**src/rtl/stream_demux_pkg.sv**
```systemverilog
// Shared constants for the stream demultiplexer.
//   DEMUX_DATA_W : default payload width
//   DEMUX_DEPTH  : default entries per output FIFO
//   PORT1_SEL / PORT2_SEL : in_sel encodings for the two destinations
//   count_w()    : width of an occupancy counter able to hold 0..depth
package demux_pkg;

  localparam int   DEMUX_DATA_W = 8;
  localparam int   DEMUX_DEPTH  = 4;
  localparam logic PORT1_SEL    = 1'b0;
  localparam logic PORT2_SEL    = 1'b1;

  function automatic int count_w(input int depth);
    return $clog2(depth) + 1;
  endfunction

endpackage

```
**src/rtl/stream_demux_if.sv**
```systemverilog
// Bundle of the demultiplexer's stream signals.
//   in_*   : one valid/ready input stream with destination tag in_sel
//   out1_* : first-word-fall-through output port 1 plus its occupancy
//   out2_* : same for port 2
// modport master : producer/consumer side (drives in_*, outN_ready)
// modport slave  : demultiplexer side
interface stream_demux_if
  import demux_pkg::*;
#(
  parameter int DATA_W = DEMUX_DATA_W,
  parameter int DEPTH  = DEMUX_DEPTH
);

  localparam int CNT_W = count_w(DEPTH);

  logic [DATA_W-1:0] in_data;
  logic              in_sel;
  logic              in_valid;
  logic              in_ready;

  logic [DATA_W-1:0] out1_data;
  logic              out1_valid;
  logic              out1_ready;
  logic [CNT_W-1:0]  out1_count;

  logic [DATA_W-1:0] out2_data;
  logic              out2_valid;
  logic              out2_ready;
  logic [CNT_W-1:0]  out2_count;

  modport master (
    output in_data, in_sel, in_valid, out1_ready, out2_ready,
    input  in_ready, out1_data, out1_valid, out1_count,
           out2_data, out2_valid, out2_count
  );

  modport slave (
    input  in_data, in_sel, in_valid, out1_ready, out2_ready,
    output in_ready, out1_data, out1_valid, out1_count,
           out2_data, out2_valid, out2_count
  );

endinterface

```
**src/rtl/stream_demux_fifo.sv**
```systemverilog
// sync_fifo: single-clock first-word-fall-through FIFO.
//   clk, rst        : clock, synchronous active-high reset (clears storage too)
//   wr_en, wr_data  : push request; ignored while full
//   full            : no free entry (a same-cycle pop does not make room)
//   rd_en           : pop request; ignored while empty
//   rd_data         : memory[read pointer], the current head
//   empty, count    : occupancy status
module sync_fifo #(
  parameter int DATA_W = 8,
  parameter int DEPTH  = 4
) (
  input  logic                   clk,
  input  logic                   rst,
  input  logic                   wr_en,
  input  logic [DATA_W-1:0]      wr_data,
  output logic                   full,
  input  logic                   rd_en,
  output logic [DATA_W-1:0]      rd_data,
  output logic                   empty,
  output logic [$clog2(DEPTH):0] count
);

  localparam int PTR_W = $clog2(DEPTH);
  localparam int CNT_W = PTR_W + 1;

  logic [DATA_W-1:0] mem_q [DEPTH];
  logic [PTR_W-1:0]  wr_ptr_q, wr_ptr_d;
  logic [PTR_W-1:0]  rd_ptr_q, rd_ptr_d;
  logic [CNT_W-1:0]  count_q, count_d;
  logic              push, pop;

  assign full    = (count_q == CNT_W'(DEPTH));
  assign empty   = (count_q == '0);
  assign push    = wr_en && !full;
  assign pop     = rd_en && !empty;
  assign rd_data = mem_q[rd_ptr_q];
  assign count   = count_q;

  // Pointers wrap naturally because DEPTH is a power of two; the separate
  // counter distinguishes full from empty when the pointers are equal.
  always_comb begin
    // NOTE: every output of this block gets a default first, so no path
    // leaves a variable unassigned and no latch is inferred.
    wr_ptr_d = wr_ptr_q;
    rd_ptr_d = rd_ptr_q;
    count_d  = count_q;
    if (push) wr_ptr_d = wr_ptr_q + PTR_W'(1);
    if (pop)  rd_ptr_d = rd_ptr_q + PTR_W'(1);
    unique case ({push, pop})
      2'b10:   count_d = count_q + CNT_W'(1);
      2'b01:   count_d = count_q - CNT_W'(1);
      default: count_d = count_q;
    endcase
  end

  // NOTE: sequential state is updated with non-blocking assignments so all
  // registers see pre-edge values regardless of statement order.
  always_ff @(posedge clk) begin
    if (rst) begin
      wr_ptr_q <= '0;
      rd_ptr_q <= '0;
      count_q  <= '0;
      // NOTE: the storage array is cleared on reset on purpose, so the head
      // reads back as zero immediately after reset rather than stale data.
      for (int i = 0; i < DEPTH; i++) mem_q[i] <= '0;
    end else begin
      wr_ptr_q <= wr_ptr_d;
      rd_ptr_q <= rd_ptr_d;
      count_q  <= count_d;
      if (push) mem_q[wr_ptr_q] <= wr_data;
    end
  end

endmodule

```
**src/rtl/stream_demux.sv**
```systemverilog
// stream_demux: registered 1-to-2 stream demultiplexer.
//   clk, rst : clock, synchronous active-high reset
//   bus      : stream_demux_if.slave -- input stream with in_sel tag, two
//              FWFT output ports with independent ready and occupancy.
// Each accepted word is steered into the FIFO picked by in_sel; the
// consumers then drain their FIFOs independently.
module stream_demux
  import demux_pkg::*;
#(
  parameter int DATA_W = DEMUX_DATA_W,
  parameter int DEPTH  = DEMUX_DEPTH
) (
  input  logic          clk,
  input  logic          rst,
  stream_demux_if.slave bus
);

  logic full1, full2;
  logic empty1, empty2;
  logic in_ready_w;
  logic accept;
  logic wr1, wr2;

  // Ready looks only at the selected FIFO's registered fullness, never at
  // the consumers' ready, so there is no ready-to-ready combinational path.
  // A word for a full port stalls the whole input: no reordering.
  assign in_ready_w   = (bus.in_sel == PORT2_SEL) ? !full2 : !full1;
  assign bus.in_ready = in_ready_w;
  assign accept       = bus.in_valid && in_ready_w;
  assign wr1          = accept && (bus.in_sel == PORT1_SEL);
  assign wr2          = accept && (bus.in_sel == PORT2_SEL);

  assign bus.out1_valid = !empty1;
  assign bus.out2_valid = !empty2;

  sync_fifo #(.DATA_W(DATA_W), .DEPTH(DEPTH)) u_fifo1 (
    .clk     (clk),
    .rst     (rst),
    .wr_en   (wr1),
    .wr_data (bus.in_data),
    .full    (full1),
    .rd_en   (bus.out1_ready),
    .rd_data (bus.out1_data),
    .empty   (empty1),
    .count   (bus.out1_count)
  );

  sync_fifo #(.DATA_W(DATA_W), .DEPTH(DEPTH)) u_fifo2 (
    .clk     (clk),
    .rst     (rst),
    .wr_en   (wr2),
    .wr_data (bus.in_data),
    .full    (full2),
    .rd_en   (bus.out2_ready),
    .rd_data (bus.out2_data),
    .empty   (empty2),
    .count   (bus.out2_count)
  );

endmodule

```
**src/flat_wrapper.sv**
```systemverilog
// flat-port wrapper written by rule: the top's interface ports become plain ports
module stream_demux_flat import demux_pkg::*;
#(
  parameter int DATA_W = DEMUX_DATA_W,
  parameter int DEPTH  = DEMUX_DEPTH
)
  (clk, rst, bus_in_data, bus_in_sel, bus_in_valid, bus_out1_ready, bus_out2_ready, bus_in_ready, bus_out1_data, bus_out1_valid, bus_out1_count, bus_out2_data, bus_out2_valid, bus_out2_count);
  stream_demux_if #(.DATA_W(DATA_W), .DEPTH(DEPTH)) bus_i ();
  input  logic clk;
  input  logic rst;
  input wire logic [$bits(bus_i.in_data)-1:0] bus_in_data;
  input wire logic [$bits(bus_i.in_sel)-1:0] bus_in_sel;
  input wire logic [$bits(bus_i.in_valid)-1:0] bus_in_valid;
  input wire logic [$bits(bus_i.out1_ready)-1:0] bus_out1_ready;
  input wire logic [$bits(bus_i.out2_ready)-1:0] bus_out2_ready;
  output wire logic [$bits(bus_i.in_ready)-1:0] bus_in_ready;
  output wire logic [$bits(bus_i.out1_data)-1:0] bus_out1_data;
  output wire logic [$bits(bus_i.out1_valid)-1:0] bus_out1_valid;
  output wire logic [$bits(bus_i.out1_count)-1:0] bus_out1_count;
  output wire logic [$bits(bus_i.out2_data)-1:0] bus_out2_data;
  output wire logic [$bits(bus_i.out2_valid)-1:0] bus_out2_valid;
  output wire logic [$bits(bus_i.out2_count)-1:0] bus_out2_count;
  assign bus_i.in_data = bus_in_data;
  assign bus_i.in_sel = bus_in_sel;
  assign bus_i.in_valid = bus_in_valid;
  assign bus_i.out1_ready = bus_out1_ready;
  assign bus_i.out2_ready = bus_out2_ready;
  assign bus_in_ready = bus_i.in_ready;
  assign bus_out1_data = bus_i.out1_data;
  assign bus_out1_valid = bus_i.out1_valid;
  assign bus_out1_count = bus_i.out1_count;
  assign bus_out2_data = bus_i.out2_data;
  assign bus_out2_valid = bus_i.out2_valid;
  assign bus_out2_count = bus_i.out2_count;
  stream_demux #(.DATA_W(DATA_W), .DEPTH(DEPTH)) u_core (.clk(clk), .rst(rst), .bus(bus_i));
endmodule
```
**config.mk**
```make
export PLATFORM = sky130hd
export DESIGN_NAME = stream_demux_flat
export DESIGN_NICKNAME = d
export VERILOG_FILES = /design/src/rtl/stream_demux_pkg.sv /design/src/rtl/stream_demux_if.sv /design/src/rtl/stream_demux_fifo.sv /design/src/rtl/stream_demux.sv /design/src/flat_wrapper.sv
export SDC_FILE = /design/constraint.sdc
export NUM_CORES = 1
export LEC_CHECK = 0
export CORE_MARGIN = 10
export CORE_UTILIZATION = 35
export CTS_CLUSTER_DIAMETER = 150
export DETAILED_ROUTE_END_ITERATION = 8
export PLACE_DENSITY_LB_ADDON = 0.05
export SETUP_SLACK_MARGIN = 0.02
export SLEW_MARGIN = 20
export SYNTH_ARGS = -nofsm -noshare
export SYNTH_HDL_FRONTEND = slang
export SYNTH_SLANG_ARGS = --single-unit
```
**constraint.sdc**
```tcl
create_clock -name clk -period 2.7 [get_ports clk]
set_input_delay 0.27 -clock clk [delete_from_list [all_inputs] [get_ports clk]]
set_output_delay 0.27 -clock clk [all_outputs]
set_load 0.01 [all_outputs]
```
==> metrics.md, run 1 <==
| Metric | Value |
|---|---|
| Post-synth ARST share | `0` |
| DRT iter0 DRCs | `136` |
| Worst hold path cell count | `2` |
| Gr usage total | `0.1130` |
| Hold buffers post-CTS | `0` |
| Worst skew pair latency | `360 ps` |
| Reg area | `0.002282 sq mm` |
| Worst Path Arrival | `2090 ps` |
| CTS buffer count | `9` |
| Cell count after synthesis | `257` |
| Synth top area cells | `edfxtp_1 52%, dfxtp_1 9.7%, mux4_2 9.7%` |
| Die width | `122.9 um` |
| Synthesized flop and latch total | `82` |
| Initial Utilization | `0.3589` |
| Maximum vdd drop | `415.5 uV` |
| HP Class | `register to register` |
| Top_reg_cell synth | `edfxtp_1` |
| Antenna violations before repair | `0` |
| Slew HR | `0.6450` |
| DIE AREA | `0.01510 sq mm` |
| Setup TNS | `0 ps` |
| Setup Buffers After CTS | `0` |
| Reg-to-reg endpoint | `u_core.u_fifo1.count[2]` |
| FILL cells | `936` |
| Pwr dens | `826.5 mW/mm^2` |
| Post-synth top cells | `64 x edfxtp_1, 36 x and3_1, 24 x and2_1` |
| Yosys top cell area share | `0.5187` |
| Synth Area in Compound Gates | `0.04289` |
| Buffers on Ports | `38` |
| Most common cell in the synthesized netlist | `edfxtp_1` |
| Routed len/inst | `17.93 um` |
| Drt pass-1 iters | `4` |
| Synth warnings | `0` |
| WS Path Type | `register to output port` |
| Multi-input logic area | `0.001321 sq mm` |
| DRC | `0` |
| Synth Cell Area | `0.003705 sq mm` |
| Post-DP HPWL | `5187 um` |
| Distinct cells, synth | `35` |
| Largest net degree at the start of global routing | `34` |
| Mux contribution to synthesized area | `0.09997` |
| Clock Root Buffer | `clkbuf_8` |
| Adder-Cell Fraction of Synth Area | `0.01756` |
| Vias per cell | `4.913` |
| Layout cell share with drive strength beyond 1 | `0.1801` |
| Largest family of logic cells by synthesized area | `simple AND/OR/NAND/NOR gates` |
| First-pass GRT wire length | `12770 um` |
| Total power | `0.003737 W` |
| Area leader, netlist | `edfxtp_1` |
| Crit start category | `register` |
| Sequential share of the synthesized area | `0.6160` |
| Avg Inst Size Synth | `14.42 sq um` |
| Clock sinks | `82` |
| Post-synth EDFFs | `64` |
| WP data required | `2430 ps` |
| Synth Area in XOR/XNOR | `0.01891` |
| Routed vias | `2196` |
| Antenna Cells | `0` |
| Row count | `37` |
| Hold Startpoint | `u_core.u_fifo2.rd_ptr_q[1]` |
| Crit path max-delay cell type | `mux4_2` |
| Final ANT Viol Nets | `0` |
| Final min period | `2356 ps` |
| Clk_skew | `12.39 ps` |
| CP Max Fanout | `5` |
| Final nets | `324` |
| Peak Freq | `0.4245 GHz` |
| R2R Setup Slk | `410 ps` |
| CORE AREA | `0.01032 sq mm` |
| Post-layout util | `0.4380` |
| Die height | `122.9 um` |
| CTS H-Tree Depth | `3` |
| CTS Buffer Depth | `2` |
| Clock-pin transition on the worst setup and hold timing paths | `80 ps` |
| PostCTS Resize Cnt | `0` |
| Routed WL | `8016 um` |
| Synth Area in Simple Gates | `0.1773` |
| Final Max Tran Viols | `0` |
| Via count of the first global-routing pass | `2261` |
| Pleak | `1.750 nW` |
| R2r worst-path depth | `9` |
| Crit-path cells | `buf_4, mux4_2, clkdlybuf4s50_1` |
| I/O Pins | `39` |
| Worst-Margin Slew | `528.5 ps` |
| RSZ-0062 raised after global routing | `false` |
| Status | `complete, no violations` |
| GR Overflow Total | `0` |
| Final setup violation count | `0` |
| Nature of the critical path endpoint | `output port` |
| Tcrit/Tclk final | `0.8725` |
| R2r startpoint | `u_core.u_fifo1.count[0]` |
| TritonCTS clock tree | `yes` |
| Maxcap violations | `0` |
| Largest stage delay, worst path | `500 ps` |
| Final RePlAce weighted congestion | `0.7361` |
| Post-Synthesis Net Count | `275` |
| Final Hold Violating Endpoints | `0` |
| Layout area overhead | `22.05%` |
-- layer usage --
layer  wire [um]  track usage  part of all wire
met5           0            0                 0
met4         137      0.04639             0.017
met3         421      0.03811             0.053
met2        3399       0.1616              0.42
met1        4058       0.1533              0.51
-- where the power goes --
| group | switching (W) | internal, W | total, W |
|---|---|---|---|
| Clock | 0.000464 | 0.000618 | 0.00108 |
| Combinational | 0.000459 | 0.000582 | 0.00104 |
| Sequential | 0.000121 | 0.00149 | 0.00161 |
| Total | 0.00104 | 0.00269 | 0.00374 |
-- cell type report --
class                   instances  area share
repair buffers                 51      0.1057
well taps                     136     0.03763
inverters                       8    0.006641
flip-flops and latches         82      0.5047
multi-input cells             154      0.2922
clock inverters                 6     0.02490
clock buffers                  10     0.02822
-- through the flow --
stage	hold WS [ps]	setup slack [ps]	area, sq um	cells
after floorplan	468.2	343.1	3705	257
after global placement	508.9	280.2	4282	431
after detailed placement	520.5	228.4	4282	431
after CTS	533.2	286.2	4522	447
after global routing	565.9	199.9	4522	447
final	533.0	344.2	4522	447
-- how the worst max path moves through the flow --
stage | startpoint | to | slack (ps)
2_1_floorplan | u_core.u_fifo2.count[2] | u_core.u_fifo2.count[2] | 340
3_3_place_gp | bus_in_sel | u_core.u_fifo2.count[2] | 280
3_5_place_dp | bus_in_sel | u_core.u_fifo2.count[2] | 230
4_1_cts | register | bus_out2_data[3] | 290
5_1_grt | register | bus_out2_data[5] | 200
6_report | register | bus_out2_data[0] | 340
-- cells in the final DEF, fill, tap and decap left out, drive strengths merged --
master / count
a21o: 6
a21oi: 7
a31o: 1
and2: 24
and3: 40
buf: 13
bufinv: 3
clkbuf: 10
clkdlybuf4s50: 38
clkinv: 2
dfxtp: 18
edfxtp: 64
fa: 2
ha: 2
inv: 9
mux2i: 1
mux4: 16
nand2: 1
nand2b: 3
nand3: 1
nor2: 16
nor2b: 3
nor3: 2
nor3b: 3
nor4: 1
o21ai: 5
o2bb2ai: 1
o311ai: 2
o31a: 2
or3: 7
xnor2: 2
xor2: 6
-- registers in the layout, indices dropped and copies added (netlist names), named ones only --
signal and count:
u_core.u_fifo1.rd_ptr_q 2, u_core.u_fifo2.rd_ptr_q 2, u_core.u_fifo1.wr_ptr_q 2, u_core.u_fifo2.count 3, u_core.u_fifo1.count 3, u_core.u_fifo2.mem_q 32
u_core.u_fifo1.mem_q 32, u_core.u_fifo2.wr_ptr_q 2
-- critical path, delay by kind of cell (launching register included) --
kind	cells	cell delay, ps
mux	1	500
buf+inv	2	740
flops	1	490
-- kinds of logic after synthesis --
kind of cell               count (synthesis)
AOI/OAI and AO/OA                         24
xor gates and xnor gates                   8
adders and majority gates                  4
buffers and inverters                     21
DFF                                       82
muxes                                     17
and+or+nand+nor                          101
Note: power is estimated with default switching activity, not from simulation.
==> run 2, diff against run 1 <==
--- a/config.mk
+++ b/config.mk
@@ -9,6 +9,7 @@
 export CORE_UTILIZATION = 35
 export CTS_CLUSTER_DIAMETER = 150
 export DETAILED_ROUTE_END_ITERATION = 8
+export DONT_BUFFER_PORTS = 1
 export PLACE_DENSITY_LB_ADDON = 0.05
 export SETUP_SLACK_MARGIN = 0.02
 export SLEW_MARGIN = 20
==> run 2 against run 1 <==
Compared with the run above: critical path depth rose by 6; flip-flop and latch count did not move; worst hold slack got worse by 430 ps; routed wire length fell by 0.65%; largest cell class unchanged.
==> metrics.md, run 2 (synthesized netlist as in run 1, its figures left out) <==
| Metric | Value |
|---|---|
| Biggest regs | `u_core.u_fifo1.mem_q (32), u_core.u_fifo2.mem_q (32)` |
| Hold Startpoint | `bus_in_data[7]` |
| Clock-pin transition on the worst setup and hold timing paths | `90 ps` |
| Routed WL | `7964 um` |
| Row count | `37` |
| Final nets | `281` |
| CTS buffer count | `9` |
| Setup Buffers After CTS | `0` |
| Largest net degree at the start of global routing | `34` |
| Worst-Margin Slew | `746.7 ps` |
| Slew HR | `0.5006` |
| Commonest non-fill, non-tap cell in the layout | `edfxtp_1` |
| Layout cell share with drive strength beyond 1 | `0.1828` |
| Worst skew pair latency | `350 ps` |
| Final Max Tran Viols | `0` |
| Maximum vdd drop | `360.0 uV` |
| WS Path Type | `register to register` |
| Drt pass-1 iters | `4` |
| DRT iter0 DRCs | `152` |
| GR Overflow Total | `0` |
| WP data required | `2980 ps` |
| FILL cells | `965` |
| Non-Filler Instances | `404` |
| Vias per cell | `4.968` |
| Antenna Cells | `0` |
| Buffers on Ports | `0` |
| Routed vias | `2007` |
| TritonCTS clock tree | `yes` |
| Clock sinks | `82` |
| Layout area overhead | `10.23%` |
| Via count of the first global-routing pass | `2052` |
| Worst Path Arrival | `2630 ps` |
| Final Hold Violating Endpoints | `0` |
| Die width | `122.9 um` |
| Setup crit start | `u_core.u_fifo1.count[2]` |
| First-pass GRT wire length | `12310 um` |
| Pwr dens | `816.9 mW/mm^2` |
| RSZ-0062 raised after global routing | `false` |
| Maxcap violations | `0` |
| HP Class | `primary input to register` |
| Clk_skew | `7.736 ps` |
| Inst Count DP | `387` |
| Final setup violation count | `0` |
| Nature of the critical path endpoint | `register` |
| Final min period | `2351 ps` |
| DIE AREA | `0.01510 sq mm` |
| Final RePlAce weighted congestion | `0.6489` |
| Die height | `122.9 um` |
| CTS H-Tree Depth | `3` |
| Peak Freq | `0.4254 GHz` |
| Final ANT Viol Nets | `0` |
| CP Max Fanout | `7` |
| Clock Root Buffer | `clkbuf_8` |
| Gr usage total | `0.1104` |
| Tcrit/Tclk final | `0.8706` |
| Setup TNS | `0 ps` |
| Crit start category | `register` |
| Pleak | `1.568 nW` |
| CTS Buffer Depth | `2` |
| Antenna violations before repair | `0` |
| Routed len/inst | `19.71 um` |
| Post-DP HPWL | `5050 um` |
| Status | `complete, no violations` |
| R2r startpoint | `u_core.u_fifo1.count[2]` |
| Initial Utilization | `0.3589` |
| DRC | `0` |
| CORE AREA | `0.01032 sq mm` |
| I/O Pins | `39` |
| Commonest cells after routing, fill and taps aside | `64 x edfxtp_1, 36 x and3_1, 24 x and2_1` |
## run 2: cell count changes in the layout (fill, tap and decap cells not counted)
cell,before,now
clkinv_4,1,3
bufinv_16,3,2
clkdlybuf4s50_1,38,0
clkinv_1,0,2
inv_6,1,0
clkinv_2,1,0
buf_4,13,7
dlygate4sd3_1,0,1
clkbuf_1,1,0
## run 2: per-layer routing
metal  GRT usage  vias up  wire (um)  part of all wire
li1            -      975          -                 -
met1      0.1493      984       3737              0.47
met2      0.1576       39       3589              0.45
met3     0.04178        9        538             0.068
met4     0.03976        0         98             0.012
met5           0        -          0                 0
## run 2: metrics by stage
step	worst slack [ps]	total power, W	instance area, sq um	utilization	hold slack (ps)
global route	147.2	0.003520	4084	0.3956	78.16
detailed placement	362.5	0.002395	3856	0.3735	345.2
floorplan	343.1	0.002224	3705	-	468.2
CTS	327.6	0.003382	4084	0.3956	95.24
global placement	403.1	0.002391	3856	0.3735	344.0
finish	349.4	0.003336	4084	0.3956	104.9
## run 2: worst max-delay path: stages, from the launching register on
cell	delay [ps]
dfxtp_1	470
nor3b_4	370
nor2_1	160
inv_1	80
ha_1	170
inv_1	60
fa_1	370
xor2_1	160
or3_1	310
a21oi_1	130
## run 2: path summary, 6_finish.rpt
kind,to,slack [ps],cells past startpoint
setup / recovery,u_core.u_fifo1.count[2],350,9
hold / removal,u_core.u_fifo2.mem_q[1][7],100,1
setup reg to reg,u_core.u_fifo1.count[2],350,9
hold reg to reg,u_core.u_fifo1.wr_ptr_q[1],530,2
## run 2: area by class of cell
cell class                      instances  area [sq um]  area share
Multi-Input combinational cell        154          1321      0.3235
Clock buffer                            9         123.9     0.03033
Inverter                                8         30.03    0.007353
Sequential cell                        82          2282      0.5588
Tap cell                              136         170.2     0.04167
Clock inverter                          7         93.84     0.02298
Timing Repair Buffer                    8         62.56     0.01532
## run 2: power by group
part	total, W	internal (W)	leakage, nW	switching, W
Combinational	0.000652	0.000323	0.648	0.000328
Clock	0.000994	0.000520	0.108	0.000474
Sequential	0.00169	0.00149	0.812	0.000197
## run 2: what timing repair did
action                                 CTS  global route
resized for setup                        0             0
hold buffers                             1             0
endpoints found under the hold margin   17             0
==> run 3, diff against run 2 <==
--- a/config.mk
+++ b/config.mk
@@ -7,10 +7,10 @@
 export LEC_CHECK = 0
 export CORE_MARGIN = 10
 export CORE_UTILIZATION = 35
-export CTS_CLUSTER_DIAMETER = 150
+export CTS_CLUSTER_DIAMETER = 30
 export DETAILED_ROUTE_END_ITERATION = 8
 export DONT_BUFFER_PORTS = 1
-export PLACE_DENSITY_LB_ADDON = 0.05
+export PLACE_DENSITY_LB_ADDON = 0.2
 export SETUP_SLACK_MARGIN = 0.02
 export SLEW_MARGIN = 20
 export SYNTH_ARGS = -nofsm -noshare
==> run 3 against run 2 <==
Compared with the run above: die area is the same; critical path depth is the same; critical endpoint unchanged; largest cell class unchanged; register-to-register slack lost 60 ps; sequential power is essentially flat.
==> metrics.md, run 3 (synthesized netlist as in run 1, its figures left out) <==
| Metric | Value |
|---|---|
| Clk_skew | `12.11 ps` |
| Hold buffers post-CTS | `1` |
| Final min period | `2411 ps` |
| WS Path Type | `register to register` |
| FILL cells | `962` |
| Gr usage total | `0.1077` |
| Commonest non-fill, non-tap cell in the layout | `edfxtp_1` |
| Via count of the first global-routing pass | `2111` |
| Final RePlAce weighted congestion | `0.6901` |
| Commonest cells after routing, fill and taps aside | `64 x edfxtp_1, 36 x and3_1, 24 x and2_1` |
| Final setup violation count | `0` |
| Maximum vdd drop | `383.9 uV` |
| Crit start category | `register` |
| Clock-pin transition on the worst setup and hold timing paths | `90 ps` |
| Pleak | `1.549 nW` |
| Routed len/inst | `19.14 um` |
| Final Hold Violating Endpoints | `0` |
| Largest net degree at the start of global routing | `34` |
| Routed WL | `7732 um` |
| CTS H-Tree Depth | `3` |
| Biggest regs | `u_core.u_fifo1.mem_q (32), u_core.u_fifo2.mem_q (32)` |
| Peak Freq | `0.4148 GHz` |
| Final worst slack | `289.0 ps` |
| Antenna Cells | `0` |
| Crit path max-delay cell type | `dfxtp_1` |
| Vias per cell | `4.955` |
| CORE AREA | `0.01032 sq mm` |
| Design area | `0.004060 sq mm` |
| WP data required | `2990 ps` |
| PostCTS Resize Cnt | `0` |
| Clock sinks | `82` |
| CP Max Fanout | `7` |
| Final nets | `281` |
| Layout cell share with drive strength beyond 1 | `0.1866` |
| Dpl ws | `301.0 ps` |
| Setup TNS | `0 ps` |
| Crit-path cells | `nor3b_4, nor2_1, inv_1, ha_1, inv_1, fa_1, xor2_1, or3_1, a21oi_1` |
| Row count | `37` |
| Multi-input logic area | `0.001321 sq mm` |
| First-pass GRT wire length | `12120 um` |
| Status | `complete, no violations` |
| Nature of the critical path endpoint | `register` |
| R2r worst-path depth | `9` |
| Antenna violations before repair | `0` |
| DRC | `0` |
| Final Max Tran Viols | `0` |
| CP dominant cell by count | `inv_1` |
| CTS Buffer Depth | `2` |
| Pwr dens | `793.6 mW/mm^2` |
| Tcrit/Tclk final | `0.8930` |
| RSZ-0062 raised after global routing | `false` |
| Worst hold path cell count | `2` |
| Routed vias | `2002` |
| DIE AREA | `0.01510 sq mm` |
| Worst Path Arrival | `2700 ps` |
| CTS buffer count | `9` |
| Worst-Margin Slew | `759.0 ps` |
| Maxcap violations | `0` |
| Final ANT Viol Nets | `0` |
| Layout area overhead | `9.591%` |
| DRT iter0 DRCs | `90` |
| Largest stage delay, worst path | `490 ps` |
| TritonCTS clock tree | `yes` |
| Post-DP HPWL | `5036 um` |
| Area post-placement | `0.003856 sq mm` |
| GR Overflow Total | `0` |
| Non-Filler Instances | `404` |
| Die width | `122.9 um` |
| Inst Count DP | `387` |
| HP Class | `primary input to register` |
| Initial Utilization | `0.3589` |
| Slew HR | `0.4924` |
| Die height | `122.9 um` |
| Drt pass-1 iters | `4` |
| Reg area | `0.002282 sq mm` |
| Setup Buffers After CTS | `0` |
| Buffers on Ports | `0` |
| Worst skew pair latency | `350 ps` |
| I/O Pins | `39` |
| Worst hold slack | `106.3 ps` |
| Clock Root Buffer | `clkbuf_8` |
## run 3: cell count changes in the layout (fill, tap and decap cells not counted)
cell,change
clkinvlp_4,+3
clkinv_4,-2
bufinv_16,-1
clkinv_1,-1
clkinv_2,+1
## run 3: final cells by class
type	instances	area share
Sequential cell	82	0.5621
Multi-Input combinational cell	154	0.3254
Tap cell	136	0.04191
Clock buffer	9	0.03051
Clock inverter	7	0.01726
Timing Repair Buffer	8	0.01541
Inverter	8	0.007396
## run 3: worst paths after layout
| check | end | startpoint | slack, ps |
|---|---|---|---|
| setup / recovery | u_core.u_fifo1.count[2] | u_core.u_fifo1.count[2] | 290 |
| hold / removal | u_core.u_fifo1.wr_ptr_q[1] | rst | 110 |
| setup reg to reg | u_core.u_fifo1.count[2] | u_core.u_fifo1.count[2] | 290 |
| hold reg to reg | u_core.u_fifo1.wr_ptr_q[1] | u_core.u_fifo1.wr_ptr_q[1] | 530 |
## run 3: metrics by stage
stage	power, W	util
global placement	0.002381	0.3735
CTS	0.003277	0.3933
detailed placement	0.002387	0.3735
global route	0.003403	0.3933
finish	0.003222	0.3933
floorplan	0.002224	-
## run 3: report_power, final
group	total, W	switching (W)	internal (W)
clock	0.000881	0.000457	0.000424
sequential	0.00169	0.000193	0.00149
combinational	0.000655	0.000332	0.000323
## run 3: layer usage
| metal | share of wire | track usage | vias up |
|---|---|---|---|
| met5 | 0 | 0 | - |
| li1 | - | - | 975 |
| met3 | 0.064 | 0.03673 | 10 |
| met1 | 0.47 | 0.1352 | 972 |
| met4 | 0.013 | 0.04271 | 0 |
| met2 | 0.46 | 0.1673 | 45 |
## run 3: critical path, delay by kind of cell (launching register included)
family / cells / cell delay (ps)
xor gates and xnor gates: 1 / 170
buffers and inverters: 2 / 150
and+or+nand+nor: 3 / 850
adders and majority gates: 2 / 550
AOI/OAI and AO/OA: 1 / 140
DFF: 1 / 490
